File: config.mk
export PLATFORM = sky130hd
export DESIGN_NAME = mem_bus_arbiter
export DESIGN_NICKNAME = d
export VERILOG_FILES = /design/src/rtl/mem_bus_pkg.sv /design/src/rtl/rr_arb2.sv /design/src/rtl/mem_bus_arbiter.sv
export SDC_FILE = /design/constraint.sdc
export NUM_CORES = 1
export LEC_CHECK = 0
export CELL_PAD_IN_SITES_DETAIL_PLACEMENT = 0
export CELL_PAD_IN_SITES_GLOBAL_PLACEMENT = 1
export CORE_MARGIN = 3
export CORE_UTILIZATION = 29
export DETAILED_ROUTE_END_ITERATION = 7
export HOLD_SLACK_MARGIN = 0.05
export PLACE_DENSITY_LB_ADDON = 0.1
export SLEW_MARGIN = 20
export SYNTH_ARGS = -nofsm -noshare
export SYNTH_HDL_FRONTEND = slang
export SYNTH_SLANG_ARGS = --single-unit
File: constraint.sdc
create_clock -name clock -period 2.25 [get_ports clock]
set_input_delay 0.3375 -clock clock [delete_from_list [all_inputs] [get_ports clock]]
set_output_delay 0.3375 -clock clock [all_outputs]
set_load 0.005 [all_outputs]
File: src/rtl/mem_bus_pkg.sv
`default_nettype none
// ============================================================================
//  Module      : mem_bus_pkg
//  Description : Shared definitions for the memory bus arbiter. Holds the
//                bus size codes, the arbiter state encoding, the owner codes
//                and the load/store alignment check.
//  Revision    : 1.0  initial release
// ============================================================================
package mem_bus_pkg;

    // Bus transfer size codes
    localparam logic [1:0] SZ_BYTE   = 2'b00;
    localparam logic [1:0] SZ_HALF   = 2'b01;
    localparam logic [1:0] SZ_WORD   = 2'b10;
    localparam logic [1:0] SZ_DOUBLE = 2'b11;

    // Arbiter state encoding
    localparam logic [1:0] ST_IDLE    = 2'd0;
    localparam logic [1:0] ST_ACCESS  = 2'd1;
    localparam logic [1:0] ST_RECOVER = 2'd2;

    // Owner codes; also the bit index of each requester in req/grant vectors
    localparam logic OWN_IF = 1'b0;
    localparam logic OWN_LS = 1'b1;

    // True when the low address bits are a multiple of the transfer size.
    function automatic logic is_aligned(input logic [2:0] addr_lo,
                                        input logic [1:0] size);
        logic ok;
        ok = 1'b1;
        case (size)
            SZ_HALF:   ok = ~addr_lo[0];
            SZ_WORD:   ok = (addr_lo[1:0] == 2'b00);
            SZ_DOUBLE: ok = (addr_lo == 3'b000);
            default:   ok = 1'b1;
        endcase
        return ok;
    endfunction

endpackage
`default_nettype wire

File: src/rtl/rr_arb2.sv
`default_nettype none
// ============================================================================
//  Module      : rr_arb2
//  Description : Two-way round-robin picker. Produces a one-hot grant from
//                the request vector; on a tie the favoured port wins. The
//                pointer moves to the port that was not granted whenever
//                i_update is strobed with a non-zero grant.
//  Ports       : clk, rst      - clock, synchronous active-high reset
//                i_req[1:0]    - requests, bit OWN_IF / bit OWN_LS
//                i_update      - advance the pointer using the current grant
//                o_grant[1:0]  - one-hot grant (zero when no request)
//  Revision    : 1.0  initial release
// ============================================================================
module rr_arb2
    import mem_bus_pkg::*;
(
    input  logic       clk,
    input  logic       rst,
    input  logic [1:0] i_req,
    input  logic       i_update,
    output logic [1:0] o_grant
);

    // Index of the port that wins the next tie
    logic r_prio;
    logic [1:0] w_grant;

    always_comb begin
        w_grant = 2'b00;
        if (i_req == 2'b11) begin
            w_grant[r_prio] = 1'b1;
        end else begin
            // Zero or one request: the vector is already one-hot or empty
            w_grant = i_req;
        end
    end

    always_ff @(posedge clk) begin
        if (rst) begin
            r_prio <= OWN_LS;
        end else if (i_update && (|w_grant)) begin
            // Favour LS next only when IF just won, and vice versa
            r_prio <= w_grant[OWN_IF];
        end
    end

    assign o_grant = w_grant;

endmodule
`default_nettype wire

File: src/rtl/mem_bus_arbiter.sv
`default_nettype none
// ============================================================================
//  Module      : mem_bus_arbiter
//  Description : Shares one memory bus between instruction fetch (IF) and
//                load/store (LS). Round-robin grant, fixed-latency access of
//                WAIT_CYCLES cycles, one-cycle bus turnaround with a done
//                pulse to the owner. Misaligned LS requests are rejected
//                without touching the bus.
//  Ports       : clock, reset                  - clock, sync active-high reset
//                if_req/if_addr                - fetch request (32-bit read)
//                if_rdata/if_done              - fetch result / completion
//                ls_req/ls_we/ls_addr/ls_size/ls_wdata - load/store request
//                ls_rdata/ls_done/ls_err       - load result / completion
//                mem_address/mem_read/mem_write/mem_size - bus command
//                mem_wdata/mem_wdata_en        - bus write data and enable
//                mem_rdata                     - sampled bus read data
//                busy                          - arbiter not idle
//  Revision    : 1.0  initial release
// ============================================================================
module mem_bus_arbiter
    import mem_bus_pkg::*;
#(
    parameter int ADDR_W      = 32,
    parameter int DATA_W      = 64,
    parameter int WAIT_CYCLES = 2
)(
    input  logic              clock,
    input  logic              reset,
    input  logic              if_req,
    input  logic [ADDR_W-1:0] if_addr,
    output logic [DATA_W-1:0] if_rdata,
    output logic              if_done,
    input  logic              ls_req,
    input  logic              ls_we,
    input  logic [ADDR_W-1:0] ls_addr,
    input  logic [1:0]        ls_size,
    input  logic [DATA_W-1:0] ls_wdata,
    output logic [DATA_W-1:0] ls_rdata,
    output logic              ls_done,
    output logic              ls_err,
    output logic [ADDR_W-1:0] mem_address,
    output logic              mem_read,
    output logic              mem_write,
    output logic [1:0]        mem_size,
    output logic [DATA_W-1:0] mem_wdata,
    output logic              mem_wdata_en,
    input  logic [DATA_W-1:0] mem_rdata,
    output logic              busy
);

    localparam logic [3:0] c_cnt_init = 4'(WAIT_CYCLES - 1);

    logic [1:0]        r_state;
    logic              r_owner;
    logic [3:0]        r_cnt;
    logic [ADDR_W-1:0] r_mem_address;
    logic              r_mem_read;
    logic              r_mem_write;
    logic [1:0]        r_mem_size;
    logic [DATA_W-1:0] r_mem_wdata;
    logic              r_mem_wdata_en;
    logic [DATA_W-1:0] r_if_rdata;
    logic [DATA_W-1:0] r_ls_rdata;
    logic              r_if_done;
    logic              r_ls_done;
    logic              r_ls_err;

    logic [1:0] w_req;
    logic [1:0] w_grant;
    logic       w_update;
    logic       w_ls_aligned;

    assign w_req        = {ls_req, if_req};
    // Requests are only arbitrated while idle, so the pointer only moves then
    assign w_update     = (r_state == ST_IDLE) && (|w_req);
    assign w_ls_aligned = is_aligned(ls_addr[2:0], ls_size);

    rr_arb2 u_rr_arb2 (
        .clk      (clock),
        .rst      (reset),
        .i_req    (w_req),
        .i_update (w_update),
        .o_grant  (w_grant)
    );

    // The mem_* output registers double as the request latch: they are loaded
    // on grant, held through ACCESS and cleared for the turnaround cycle.
    always_ff @(posedge clock) begin
        if (reset) begin
            r_state        <= ST_IDLE;
            r_owner        <= OWN_IF;
            r_cnt          <= 4'd0;
            r_mem_address  <= '0;
            r_mem_read     <= 1'b0;
            r_mem_write    <= 1'b0;
            r_mem_size     <= 2'b00;
            r_mem_wdata    <= '0;
            r_mem_wdata_en <= 1'b0;
            r_if_rdata     <= '0;
            r_ls_rdata     <= '0;
            r_if_done      <= 1'b0;
            r_ls_done      <= 1'b0;
            r_ls_err       <= 1'b0;
        end else begin
            case (r_state)
                ST_IDLE: begin
                    if (w_grant[OWN_IF]) begin
                        r_owner       <= OWN_IF;
                        r_mem_address <= if_addr;
                        r_mem_size    <= SZ_WORD;
                        r_mem_read    <= 1'b1;
                        r_cnt         <= c_cnt_init;
                        r_state       <= ST_ACCESS;
                    end else if (w_grant[OWN_LS]) begin
                        r_owner <= OWN_LS;
                        if (!w_ls_aligned) begin
                            // Rejected without a bus cycle; rdata untouched
                            r_ls_done <= 1'b1;
                            r_ls_err  <= 1'b1;
                            r_state   <= ST_RECOVER;
                        end else begin
                            r_mem_address  <= ls_addr;
                            r_mem_size     <= ls_size;
                            r_mem_read     <= ~ls_we;
                            r_mem_write    <= ls_we;
                            r_mem_wdata    <= ls_we ? ls_wdata : '0;
                            r_mem_wdata_en <= ls_we;
                            r_cnt          <= c_cnt_init;
                            r_state        <= ST_ACCESS;
                        end
                    end
                end

                ST_ACCESS: begin
                    if (r_cnt == 4'd0) begin
                        if (r_mem_read) begin
                            if (r_owner == OWN_LS) begin
                                r_ls_rdata <= mem_rdata;
                            end else begin
                                r_if_rdata <= mem_rdata;
                            end
                        end
                        r_mem_address  <= '0;
                        r_mem_read     <= 1'b0;
                        r_mem_write    <= 1'b0;
                        r_mem_size     <= 2'b00;
                        r_mem_wdata    <= '0;
                        r_mem_wdata_en <= 1'b0;
                        r_if_done      <= (r_owner == OWN_IF);
                        r_ls_done      <= (r_owner == OWN_LS);
                        r_state        <= ST_RECOVER;
                    end else begin
                        r_cnt <= r_cnt - 4'd1;
                    end
                end

                ST_RECOVER: begin
                    r_if_done <= 1'b0;
                    r_ls_done <= 1'b0;
                    r_ls_err  <= 1'b0;
                    r_state   <= ST_IDLE;
                end

                default: begin
                    r_state <= ST_IDLE;
                end
            endcase
        end
    end

    assign mem_address  = r_mem_address;
    assign mem_read     = r_mem_read;
    assign mem_write    = r_mem_write;
    assign mem_size     = r_mem_size;
    assign mem_wdata    = r_mem_wdata;
    assign mem_wdata_en = r_mem_wdata_en;
    assign if_rdata     = r_if_rdata;
    assign if_done      = r_if_done;
    assign ls_rdata     = r_ls_rdata;
    assign ls_done      = r_ls_done;
    assign ls_err       = r_ls_err;
    assign busy         = (r_state != ST_IDLE);

endmodule
`default_nettype wire
==> impl_metrics.ini <==
[yosys]
ys_dominant_reg_cell = dfxtp_1
netlist_instances = 999
synthDominantCellAreaShare_pct = 53.8
synth_area_per_cell_um2 = 8.91
synthMostInstantiatedCell = nand2_1
synth_seq_cells = 239
synth_edf_count = 0
netlist_area_um2 = 8900
yosysSeqAreaShare_pct = 53.8
synth_common_cells = nand2_1, dfxtp_1, a21oi_1
synth_area_leader_cell = dfxtp_1
synthTopCellsByArea = dfxtp_1, nand2_1, a21oi_1
yosys_warnings = 0
async_reset_ff_share_pct = 0
ys_types = 47
syn_nets = 1199

[timing]
maxSlewViolCount = 0
finalClockSkew_ps = 16.9
min_period_ps = 2130
min_period_over_period_pct = 94.8
holdWs_ps = 203
final_hold_viol_count = 0
worst_pin_slew_ps = 934
timing.fmax_mhz = 469
slew_headroom_pct = 37.7
setup_viol = 0

[routing]
totalWireLength_um = 31500
route.detailed.drc = 0
vias_per_cell = 4.54
wire_per_inst_um = 17.3
drt_iter0_drc = 378
vias = 8291
final_antenna_net_count = 0
drt-pass1-iter-count = 6

[global_route]
grt_max_degree = 79
grt_overflow = 0
grt_pass1_wl_um = 47900
antenna_found_initial = 0
grt_util_all_layers_pct = 18.0
grt_pass1_vias = 8364

[status]
status = complete, no violations

[power]
power_leakage_nw = 5.28
cellPowerDensity_nw_per_um2 = 733
power_mw = 10.7
irDropWorstVdd_mv = 0.513

[worst_setup_path]
end_kind = flip-flop
crit_arrival_ps = 2560
worstSetupStartpointType = flip-flop
cp_max_fo = 23
crit_required_ps = 2670
rr_worst_depth = 8
critPathKind = reg2reg

[die]
num_io_pins = 432
fp-row-count = 63
core_um2 = 30000
dieArea_um2 = 32800
die_y_um = 181
initial_core_util_pct = 29.7
dieWidth_um = 181

[flow_run]
maxCapViolations = 0

[final_layout]
design_area_um2 = 14600
area.growth.synth_to_final_pct = 64.2
nets = 1615
layoutNonFillerInstCount = 1827
utilization_pct = 48.8
n_antenna_cell = 0
drive_gt1_share_pct = 9.60

[min_path]
hold_class = in2reg
hold_path_depth = 2

[clock_network]
cts_root_buf = clkbuf_16
cts_inserted_buffers = 28
clock-sinks = 239
clk_latency_ps = 550
cts-htree-levels = 1
path_clk_slew_ps = 60
cts_tree = built
postCtsSetupRepairBufs = 0
cts.path.max_buffers = 3

[placement]
io_buffers = 431
hpwl_um = 22100
place_area_um2 = 13700
routabilityCongestion = 0.780
dp.cells = 1774
==> per-layer routing <==
layer,global-route usage [%],wire (µm)
met1,21.7,12900
met2,30.5,15000
met3,6.72,2880
met4,4.51,795
met5,0,0
==> placed cells by master (no fill, tap or decap), types with 2 or more instances in the layout <==
master	n
o21ai_0	2
clkinv_2	9
clkdlybuf4s50_1	430
mux2_2	29
nand2_1	325
xor2_1	2
buf_12	10
nand3_1	5
buf_4	20
nor2_1	6
a21oi_1	149
a22o_1	64
clkbuf_1	3
o21a_1	2
dfxtp_1	239
nor3_1	4
mux2_1	4
mux2i_1	2
inv_1	5
nor2b_1	35
a21o_1	2
a21oi_2	17
clkbuf_8	8
nand2b_1	6
clkbuf_16	29
==> worst max-delay path, stage by stage (launching register included) <==
cell and delay [ps]:
dfxtp_1 310, inv_1 100, ha_1 180, or3b_1 390
buf_4 190, o32ai_1 210, a21oi_4 130, buf_4 240
a22o_1 250
==> power breakdown <==
part           internal, mW  switching [mW]  leakage, nW
Clock                  2.66            1.83        0.467
Sequential             4.43           0.109         1.93
Combinational         0.985           0.702         2.88
==> worst paths after layout <==
path / endpoint / slack (ps) / startpoint
hold / removal: if_rdata[56] / 200 / reset
hold reg to reg: ls_rdata[31] / 450 / ls_rdata[31]
setup / recovery: mem_wdata[59] / 120 / r_cnt[0]
setup reg to reg: mem_wdata[59] / 120 / r_cnt[0]
==> through the flow <==
step | setup slack, ps | setup TNS, ps
after CTS | 47.3 | 0
after detailed placement | 27.5 | 0
after global routing | -13.7 | -185
final | 116 | 0
after global placement | 62.0 | 0
after floorplan | 268 | 0
==> layout make-up <==
| cell class | instances | area, µm² |
|---|---|---|
| fill | 2910 | 15300 |
| clock buffer | 39 | 822 |
| multi-input combinational | 678 | 3700 |
| clock inverter | 13 | 108 |
| timing repair buffer | 462 | 4690 |
| inverter | 6 | 22.5 |
| sequential | 239 | 4780 |
| tap | 390 | 488 |
==> timing repair <==
item / in CTS / in global routing
endpoints found under the setup margin: 0 / 44
hold buffers: 0 / 0
gates resized for setup: 0 / 2
==> flip-flops by register name (all words and copies together), names as in the netlist, 2 cells and up <==
| signal | cells |
|---|---|
| mem_wdata | 64 |
| r_cnt | 4 |
| ls_rdata | 64 |
| if_rdata | 64 |
| mem_size | 2 |
| r_state | 2 |
| mem_address | 32 |
==> cells by family (layout without fill, tap and decap cells) <==
family,after synthesis,in the layout,synth area share (%)
AO/OA/AOI/OAI,247,247,18.0
flip-flops,239,239,53.8
XOR/XNOR,2,2,0.197
buffers and inverters,82,520,5.00
multiplexers,35,35,4.40
adder cells (fa/ha/maj),1,1,0.141
AND/OR/NAND/NOR,393,393,18.5
Power figures use the tool's default switching activity.
